[src/rtl/top_level_system.sv]
// Dot-product engine: A/B vectors live in local memories, start MACs elements 0..VECTOR_WIDTH-1 into an 8-slot result ring.
// Latency: start sampled at edge N, result stored at edge N+6, system_done high for the one cycle after that edge.
// Backpressure: none; writes and starts are ignored while busy, result readout is combinational and always available.
module top_level_system #(
   parameter int DATA_WIDTH      = 8,
   parameter int VECTOR_WIDTH    = 4,
   parameter int DEPTH           = 32,
   parameter int ADDR_WIDTH      = 5,
   parameter int RESULT_WIDTH    = 2*DATA_WIDTH + $clog2(VECTOR_WIDTH),
   parameter int MEM3_ADDR_WIDTH = 4,
   parameter int MEM3_SIZE       = 64
) (
   input  logic                       clk,
   input  logic                       rst_n,
   input  logic                       system_start,
   output logic                       system_busy,
   output logic                       system_done,
   input  logic                       write_en,
   input  logic [ADDR_WIDTH-1:0]      write_addr,
   input  logic [DATA_WIDTH-1:0]      data_a,
   input  logic [DATA_WIDTH-1:0]      data_b,
   input  logic                       read_en,
   input  logic [MEM3_ADDR_WIDTH-1:0] read_addr,
   output logic [DATA_WIDTH-1:0]      result_out,
   output logic [2:0]                 processing_stage,
   output logic [2:0]                 vector_count,
   output logic [2:0]                 result_count
);

   localparam int RES_ENTRIES = MEM3_SIZE / DATA_WIDTH;
   localparam int RC_W        = $clog2(RES_ENTRIES);

   typedef enum logic [2:0] {
      ST_IDLE    = 3'd0,
      ST_LOAD    = 3'd1,
      ST_COMPUTE = 3'd2,
      ST_STORE   = 3'd3,
      ST_DONE    = 3'd4
   } state_t;

   state_t                  state_q;
   logic [RESULT_WIDTH-1:0] acc_q;
   logic [RESULT_WIDTH-1:0] acc_d;
   logic [2:0]              vc_q;
   logic [RC_W-1:0]         rc_q;
   logic                    busy_q;
   logic                    done_q;

   logic [DATA_WIDTH-1:0]   mem_a_q [DEPTH];
   logic [DATA_WIDTH-1:0]   mem_b_q [DEPTH];
   logic [DATA_WIDTH-1:0]   res_q   [RES_ENTRIES];

   // Readout is continuous, so the strobe carries no information for the datapath.
   logic read_en_unused;
   assign read_en_unused = read_en;

   // Next accumulator value: current element pair product added to the running sum.
   always_comb begin
      acc_d = acc_q + (RESULT_WIDTH'(mem_a_q[ADDR_WIDTH'(vc_q)]) *
                       RESULT_WIDTH'(mem_b_q[ADDR_WIDTH'(vc_q)]));
   end

   // Input memories accept host writes only while the engine is idle.
   always_ff @(posedge clk) begin
      if (!rst_n) begin
         for (int i = 0; i < DEPTH; i++) begin
            mem_a_q[i] <= '0;
            mem_b_q[i] <= '0;
         end
      end else if (write_en && (state_q == ST_IDLE)) begin
         mem_a_q[write_addr] <= data_a;
         mem_b_q[write_addr] <= data_b;
      end
   end

   // Control FSM with registered busy/done, accumulator, counters and result ring.
   always_ff @(posedge clk) begin
      if (!rst_n) begin
         state_q <= ST_IDLE;
         acc_q   <= '0;
         vc_q    <= '0;
         rc_q    <= '0;
         busy_q  <= 1'b0;
         done_q  <= 1'b0;
         for (int i = 0; i < RES_ENTRIES; i++) begin
            res_q[i] <= '0;
         end
      end else begin
         case (state_q)
            ST_IDLE: begin
               done_q <= 1'b0;
               if (system_start) begin
                  state_q <= ST_LOAD;
                  busy_q  <= 1'b1;
               end
            end
            ST_LOAD: begin
               acc_q   <= '0;
               vc_q    <= '0;
               state_q <= ST_COMPUTE;
            end
            ST_COMPUTE: begin
               acc_q <= acc_d;
               vc_q  <= vc_q + 3'd1;
               if (vc_q == 3'(VECTOR_WIDTH - 1)) begin
                  state_q <= ST_STORE;
               end
            end
            ST_STORE: begin
               // Only the low byte is kept; the ring pointer wraps onto the oldest slot.
               res_q[rc_q] <= acc_q[DATA_WIDTH-1:0];
               rc_q        <= rc_q + 1'b1;
               done_q      <= 1'b1;
               state_q     <= ST_DONE;
            end
            ST_DONE: begin
               done_q  <= 1'b0;
               busy_q  <= 1'b0;
               state_q <= ST_IDLE;
            end
            default: begin
               done_q  <= 1'b0;
               busy_q  <= 1'b0;
               state_q <= ST_IDLE;
            end
         endcase
      end
   end

   // Combinational readout; addresses beyond the ring return zero.
   always_comb begin
      result_out = '0;
      if (read_addr < MEM3_ADDR_WIDTH'(RES_ENTRIES)) begin
         result_out = res_q[read_addr[RC_W-1:0]];
      end
   end

   assign system_busy      = busy_q;
   assign system_done      = done_q;
   assign processing_stage = state_q;
   assign vector_count     = vc_q;
   assign result_count     = 3'(rc_q);

endmodule

[config.mk]
export PLATFORM = sky130hd
export DESIGN_NAME = top_level_system
export DESIGN_NICKNAME = d
export VERILOG_FILES = /design/src/rtl/top_level_system.sv
export SDC_FILE = /design/constraint.sdc
export NUM_CORES = 1
export LEC_CHECK = 0
export CORE_MARGIN = 2
export CORE_UTILIZATION = 45
export CTS_CLUSTER_SIZE = 24
export DETAILED_ROUTE_END_ITERATION = 12
export DONT_BUFFER_PORTS = 1
export SLEW_MARGIN = 20
export SYNTH_ARGS = -nofsm -noshare
export SYNTH_HDL_FRONTEND = slang
export SYNTH_SLANG_ARGS = --single-unit
[constraint.sdc]
create_clock -name clk -period 5.1 [get_ports clk]
set_clock_uncertainty 0.15 [all_clocks]
set_input_delay 1.02 -clock clk [delete_from_list [all_inputs] [get_ports clk]]
set_output_delay 1.02 -clock clk [all_outputs]
set_load 0.05 [all_outputs]
* Yosys cells after proc, flatten, opt, wreduce, memory -nomap -nowiden
Memory sizes are Yosys's and may differ from the RTL's. A register that Yosys moved wholly into a read port is not among the register bits.
Cells that the tools add are included.
** Cells by class
- $add $sub $neg :: 3
- Multiply operators :: 1
- Order comparisons :: 1
- Equality and inequality tests :: 6
- Mux-type cells :: 29
- Bitwise gates (word level) :: 1
- Reduce and logical (&&, ||, !) cells :: 10
** Operators with widths (number)
- case mux 18 bit (2 select lines) :: 1
- two-way mux 8 bit :: 4
- two-way mux 5 bit :: 6
- OR reduction 8 bit :: 3
- adder 18 x 16 -> 18 bit :: 1
- multiplier 8 x 8 -> 16 bit :: 1
- case mux 3 bit (4 select lines) :: 1
- two-way mux 1 bit :: 11
- == test 3 x 2 -> 1 bit, second input constant :: 3
- two-way mux 3 bit :: 3
- adder 3 x 1 -> 3 bit, second input constant :: 2
- case mux 3 bit (2 select lines) :: 1
- less-than comparator 4 bit, second input constant :: 1
- inequality test 2 bit, second input constant :: 2
- case mux 1 bit (2 select lines) :: 2
- AND reduction 2 bit :: 2
- == test 3 x 1 -> 1 bit, second input constant :: 1
- logical NOT 3 bit :: 1
- OR reduction 3 bit :: 1
- nonzero test 2 bit :: 1
- OR reduction 2 bit :: 1
- logical AND 1 bit :: 1
- inverter 1 bit :: 1
** Word-level totals
- Register bits after elaboration :: 29
- RAM bits :: 576
- Word-level logic and storage cells :: 60
- Memories :: 3
** Memory list
- mem_a_q :: depth 32, width 8, read ports 1, clocked after Yosys merged registers in 1, write ports 32, RTL line 49 : logic [DATA_WIDTH-1:0] mem_a_q [DEPTH];
- mem_b_q :: depth 32, width 8, read ports 1, clocked after Yosys merged registers in 1, write ports 32, RTL line 50 : logic [DATA_WIDTH-1:0] mem_b_q [DEPTH];
- res_q :: depth 8, width 8, read ports 1, clocked after Yosys merged registers in 0, write ports 8, RTL line 51 : logic [DATA_WIDTH-1:0] res_q [RES_ENTRIES];

* Longest topological paths before layout
- Depth after elaboration :: 7
- Depth in mapped cells :: 21
- Gate-level depth less buffers :: 19

* Worst setup path before layout
Ideal clock, no wire load.
- Path kind :: register to register
- Start :: register with a tool-made name
- End :: register acc_q[7]
- Data arrival time :: 4.686 ns
- Data required time :: 4.819 ns
- Path slack :: 0.133 ns
- Cell stages (with the launch flop) :: 20
- Period minus slack after synthesis :: 4.967 ns
- Cells stage by stage :: dfxtp_1 -> buf_6 -> buf_12 -> mux4_1 -> mux2_4 -> nand2_1 -> fa_1 -> inv_1 -> fa_1 -> ha_1 -> inv_1 -> fa_1 -> inv_1 -> fa_1 -> a21o_1 -> a21oi_1 -> xnor2_1 -> xnor2_2 -> xnor2_1 -> o31ai_2
** RTL lines
- end signal: assignment :: RTL line 80 : acc_q <= '0;
- end signal: assignment :: RTL line 98 : acc_q <= '0;
- end signal: assignment :: RTL line 103 : acc_q <= acc_d;
- end: declaration :: RTL line 42 : logic [RESULT_WIDTH-1:0] acc_q;

==> results.txt <==
The flow ran to the end, and the final reports show no timing, DRC or antenna violations. The number of buffers between clock root and the deepest sink is 3. The commonest non-fill, non-tap cell in the layout is sky130_fd_sc_hd__edfxtp_1. The worst setup path is launched from a register. The area of the core region came out at 23600 sq um. The critical path is of the register to register type. Global routing consumed, over all layers together, 19.2% of the routing resources. The leakage power is 4.84 nW. The ratio of total power to cell area is 345 nW/um^2.

The via density per instance is 5.49. The count of final hold-check violations came out at 0. The area added between synthesis and finish is 15.1%. The number of iterations in the first detailed-routing pass came out at 5. The number of instances in the synthesized netlist is 799. At the worst endpoint, the required time is 5.38 ns. The fraction of layout instances using a drive strength above 1 is 22.1%. Row generation in the floorplan step produced 56 rows. The number of maximum-capacitance violations came out at 0. The die boundary width is 160 um. The initial antenna violation count is 0. The critical-path maximum fanout is 5. The maximum frequency from static timing analysis is 201 MHz. STA classifies the critical path endpoint as a register.

The final hold slack is 0.422 ns. The synthesized area divided by synthesized cell count is 13.6 sq um. The final critical path takes up 97.8% of the cycle. The antenna diode count came out at 0. The clock latency reported for the late side of the worst-skew pair came out at 0.52 ns. The via count of the first global-routing pass is 6803. The number of different library cells used by synthesis comes to 47.

The sequential area share after synthesis came out at 57.0%. The depth of the worst hold-timing path came out at 2. The arrival time of data at the critical path endpoint is 5.27 ns. Counting tap cells, the placed design contains a total of 1121 instances. In this run the remaining antenna-violating nets after routing total 0.

The pin count of the biggest net entering global routing came out at 36. The master cell of the clock root buffer is sky130_fd_sc_hd__clkbuf_16. The total number of H-tree levels is 1. The CTS tree is built. The worst-case reg-to-reg path depth came out at 20. IR analysis of the VDD net gives a maximum drop of 0.245 mV. The total wire length after detailed routing came out at 24300 um. The remaining design rule violation count came out at 0. The total CTS buffers is 24. The critical path's largest stage delay is 0.53 ns. The max-slew violation count is 0.

The worst pin sits at a relative slew slack of 24.2%. The path category of the worst min-delay check is register to register. The non-filler instance count after layout is 1173. The transition at the pin with the smallest max-transition slack is 1.14 ns. The worst path needs 4.99 ns of the cycle, external delays included. The register bit total from synthesis is 214. The cell area that synthesis handed to floorplanning was 10900 sq um. The final weighted congestion of routability-driven global placement is 0.821.

The first global-routing pass estimated 38000 um of wire. The post-placement setup slack came out at -0.170 ns. After global routing the overflow that remains totals 0. The clock slew seen by the registers of the worst setup and hold paths came out at 0.06 ns. Dividing the detail-routed wire length by the instance count gives 20.7 um.

The routed layout has 6445 vias. The net count of the finished layout is 904. The post-cts hold buffer count is 0. The vertical die dimension came out at 160 um. The core utilization of the finished layout came out at 53.1%.

Yosys printed 0 warnings. The die covers 25500 sq um. In this run, the number of DRC markers left after iteration 0 of detailed routing was 542. The net count after synthesis is 867. The clock sink total is 214.

The number of port buffers came out at 0. The final count of negative-setup-slack endpoints is 0. The slowest library cell on the worst path is sky130_fd_sc_hd__fa_1.

The library cells used most frequently in the layout, excluding fill and tap cells, are sky130_fd_sc_hd__edfxtp_1, sky130_fd_sc_hd__and2_1, sky130_fd_sc_hd__buf_4, sky130_fd_sc_hd__and3_1, sky130_fd_sc_hd__nor3_1. The placed wire-length estimate after detailed placement is 15800 um. The smallest setup slack after layout is 0.112 ns. For this design the top-level I/O count stands at 49. Walking the worst path, the cells encountered are buf_12 > buf_12 > mux4_2 > mux2_4 > buf_4 > nand2_2 > fa_1 > inv_2 > fa_1 > ha_1 > inv_1 > fa_1 > inv_2 > fa_2 > a21o_1 > a21oi_4 > xnor2_2 > xnor2_2 > xnor2_2 > o31ai_2. The initial core utilization came out at 46.1%.
-- state kept, by name, indices dropped and copies added, names as in the netlist, named ones only --
register          cells
acc_q                 8
mem_a_q              64
mem_b_q              64
processing_stage      3
res_q                64
result_count          3
system_busy           1
system_done           1
vector_count          3
-- cell families after synthesis --
family | after synthesis | synth area share (%)
xor+xnor | 20 | 1.87
buf+inv | 92 | 3.63
flops | 214 | 57.0
mux | 77 | 12.9
compound gates | 40 | 2.56
fa+ha+maj | 38 | 5.60
simple gates | 318 | 16.5
-- power breakdown --
| group | switching (W) | leakage [nW] | internal, W | total, W |
|---|---|---|---|---|
| registers | 0.0000420 | 2.16 | 0.00197 | 0.00201 |
| logic | 0.000301 | 2.28 | 0.000265 | 0.000565 |
| clock network | 0.000690 | 0.395 | 0.00106 | 0.00175 |
-- synth_stat cells (all sizes together) --
cell type    n  area share [%]
edfxtp     192              53
and2       126             7.2
mux4        43             9.4
nand2       40             1.5
inv         37             1.3
and3        36             2.1
clkbuf      36             1.2
nor3        35             1.6
nor2        28            0.96
mux2i       25             2.4
dfxtp       22             4.0
ha          20             2.3
fa          18             3.3
nor2b       16            0.92
xnor2       16             1.4
buf         14            0.94
a22oi       13            0.90
nand2b      13            0.75
nor4        12            0.69
o21ai       11            0.51
mux2         9             1.1
a22o         7            0.56
nand3        6            0.32
clkinv       5            0.17
a21o         3            0.21
a21oi        3            0.14
xor2         3            0.31
or2          2            0.11
a21boi       1           0.069
and2b        1           0.069
and3b        1           0.080
and4bb       1            0.11
nor3b        1           0.069
o211ai       1           0.069
o31ai        1            0.11
xnor3        1            0.21
-- metal layers --
| layer | vias up | GRT usage [%] | part of all wire, % |
|---|---|---|---|
| li1 | 2985 | - | - |
| met1 | 3229 | 22.8 | 39 |
| met2 | 176 | 34.6 | 52 |
| met3 | 55 | 3.09 | 5.1 |
| met4 | 0 | 8.26 | 3.5 |
| met5 | - | 0 | 0 |
-- repair_timing --
action,CTS,global route
setup endpoints to repair,1,1
gates resized for setup,31,17
pin swaps,14,22
gates cloned,1,0
setup buffers,1,8
-- worst max-delay path, delay by kind of cell (launching register included) --
kind | cells | cell delay [ns]
buf+inv | 6 | 0.54
fa+ha+maj | 5 | 1.97
compound gates | 3 | 0.58
xor+xnor | 3 | 0.43
flops | 1 | 0.37
mux | 2 | 0.81
simple gates | 1 | 0.05
-- metrics by stage --
| step | instance area, sq um | total power, W | setup TNS [ns] |
|---|---|---|---|
| floorplan | 10900 | 0.00240 | 0 |
| global placement | 11500 | 0.00255 | -0.202 |
| detailed placement | 11500 | 0.00256 | -0.170 |
| CTS | 12500 | 0.00436 | 0 |
| global route | 12500 | 0.00448 | -0.0153 |
| finish | 12500 | 0.00433 | 0 |
-- final timing paths --
check,start,to,slack (ns)
max,register,acc_q[7],0.11
min,acc_q[4],acc_q[4],0.42
max reg2reg,register,acc_q[7],0.11
min reg2reg,acc_q[4],acc_q[4],0.42
-- area by class of cell --
class / count / area [sq um]
Fill cell: 1978 / 11100
Sequential cell: 214 / 6210
Multi-Input combinational cell: 493 / 4420
Clock buffer: 33 / 696
Timing Repair Buffer: 61 / 534
Tap cell: 319 / 399
Inverter: 42 / 158
Clock inverter: 11 / 120
Note: power is estimated with default switching activity, not from simulation.
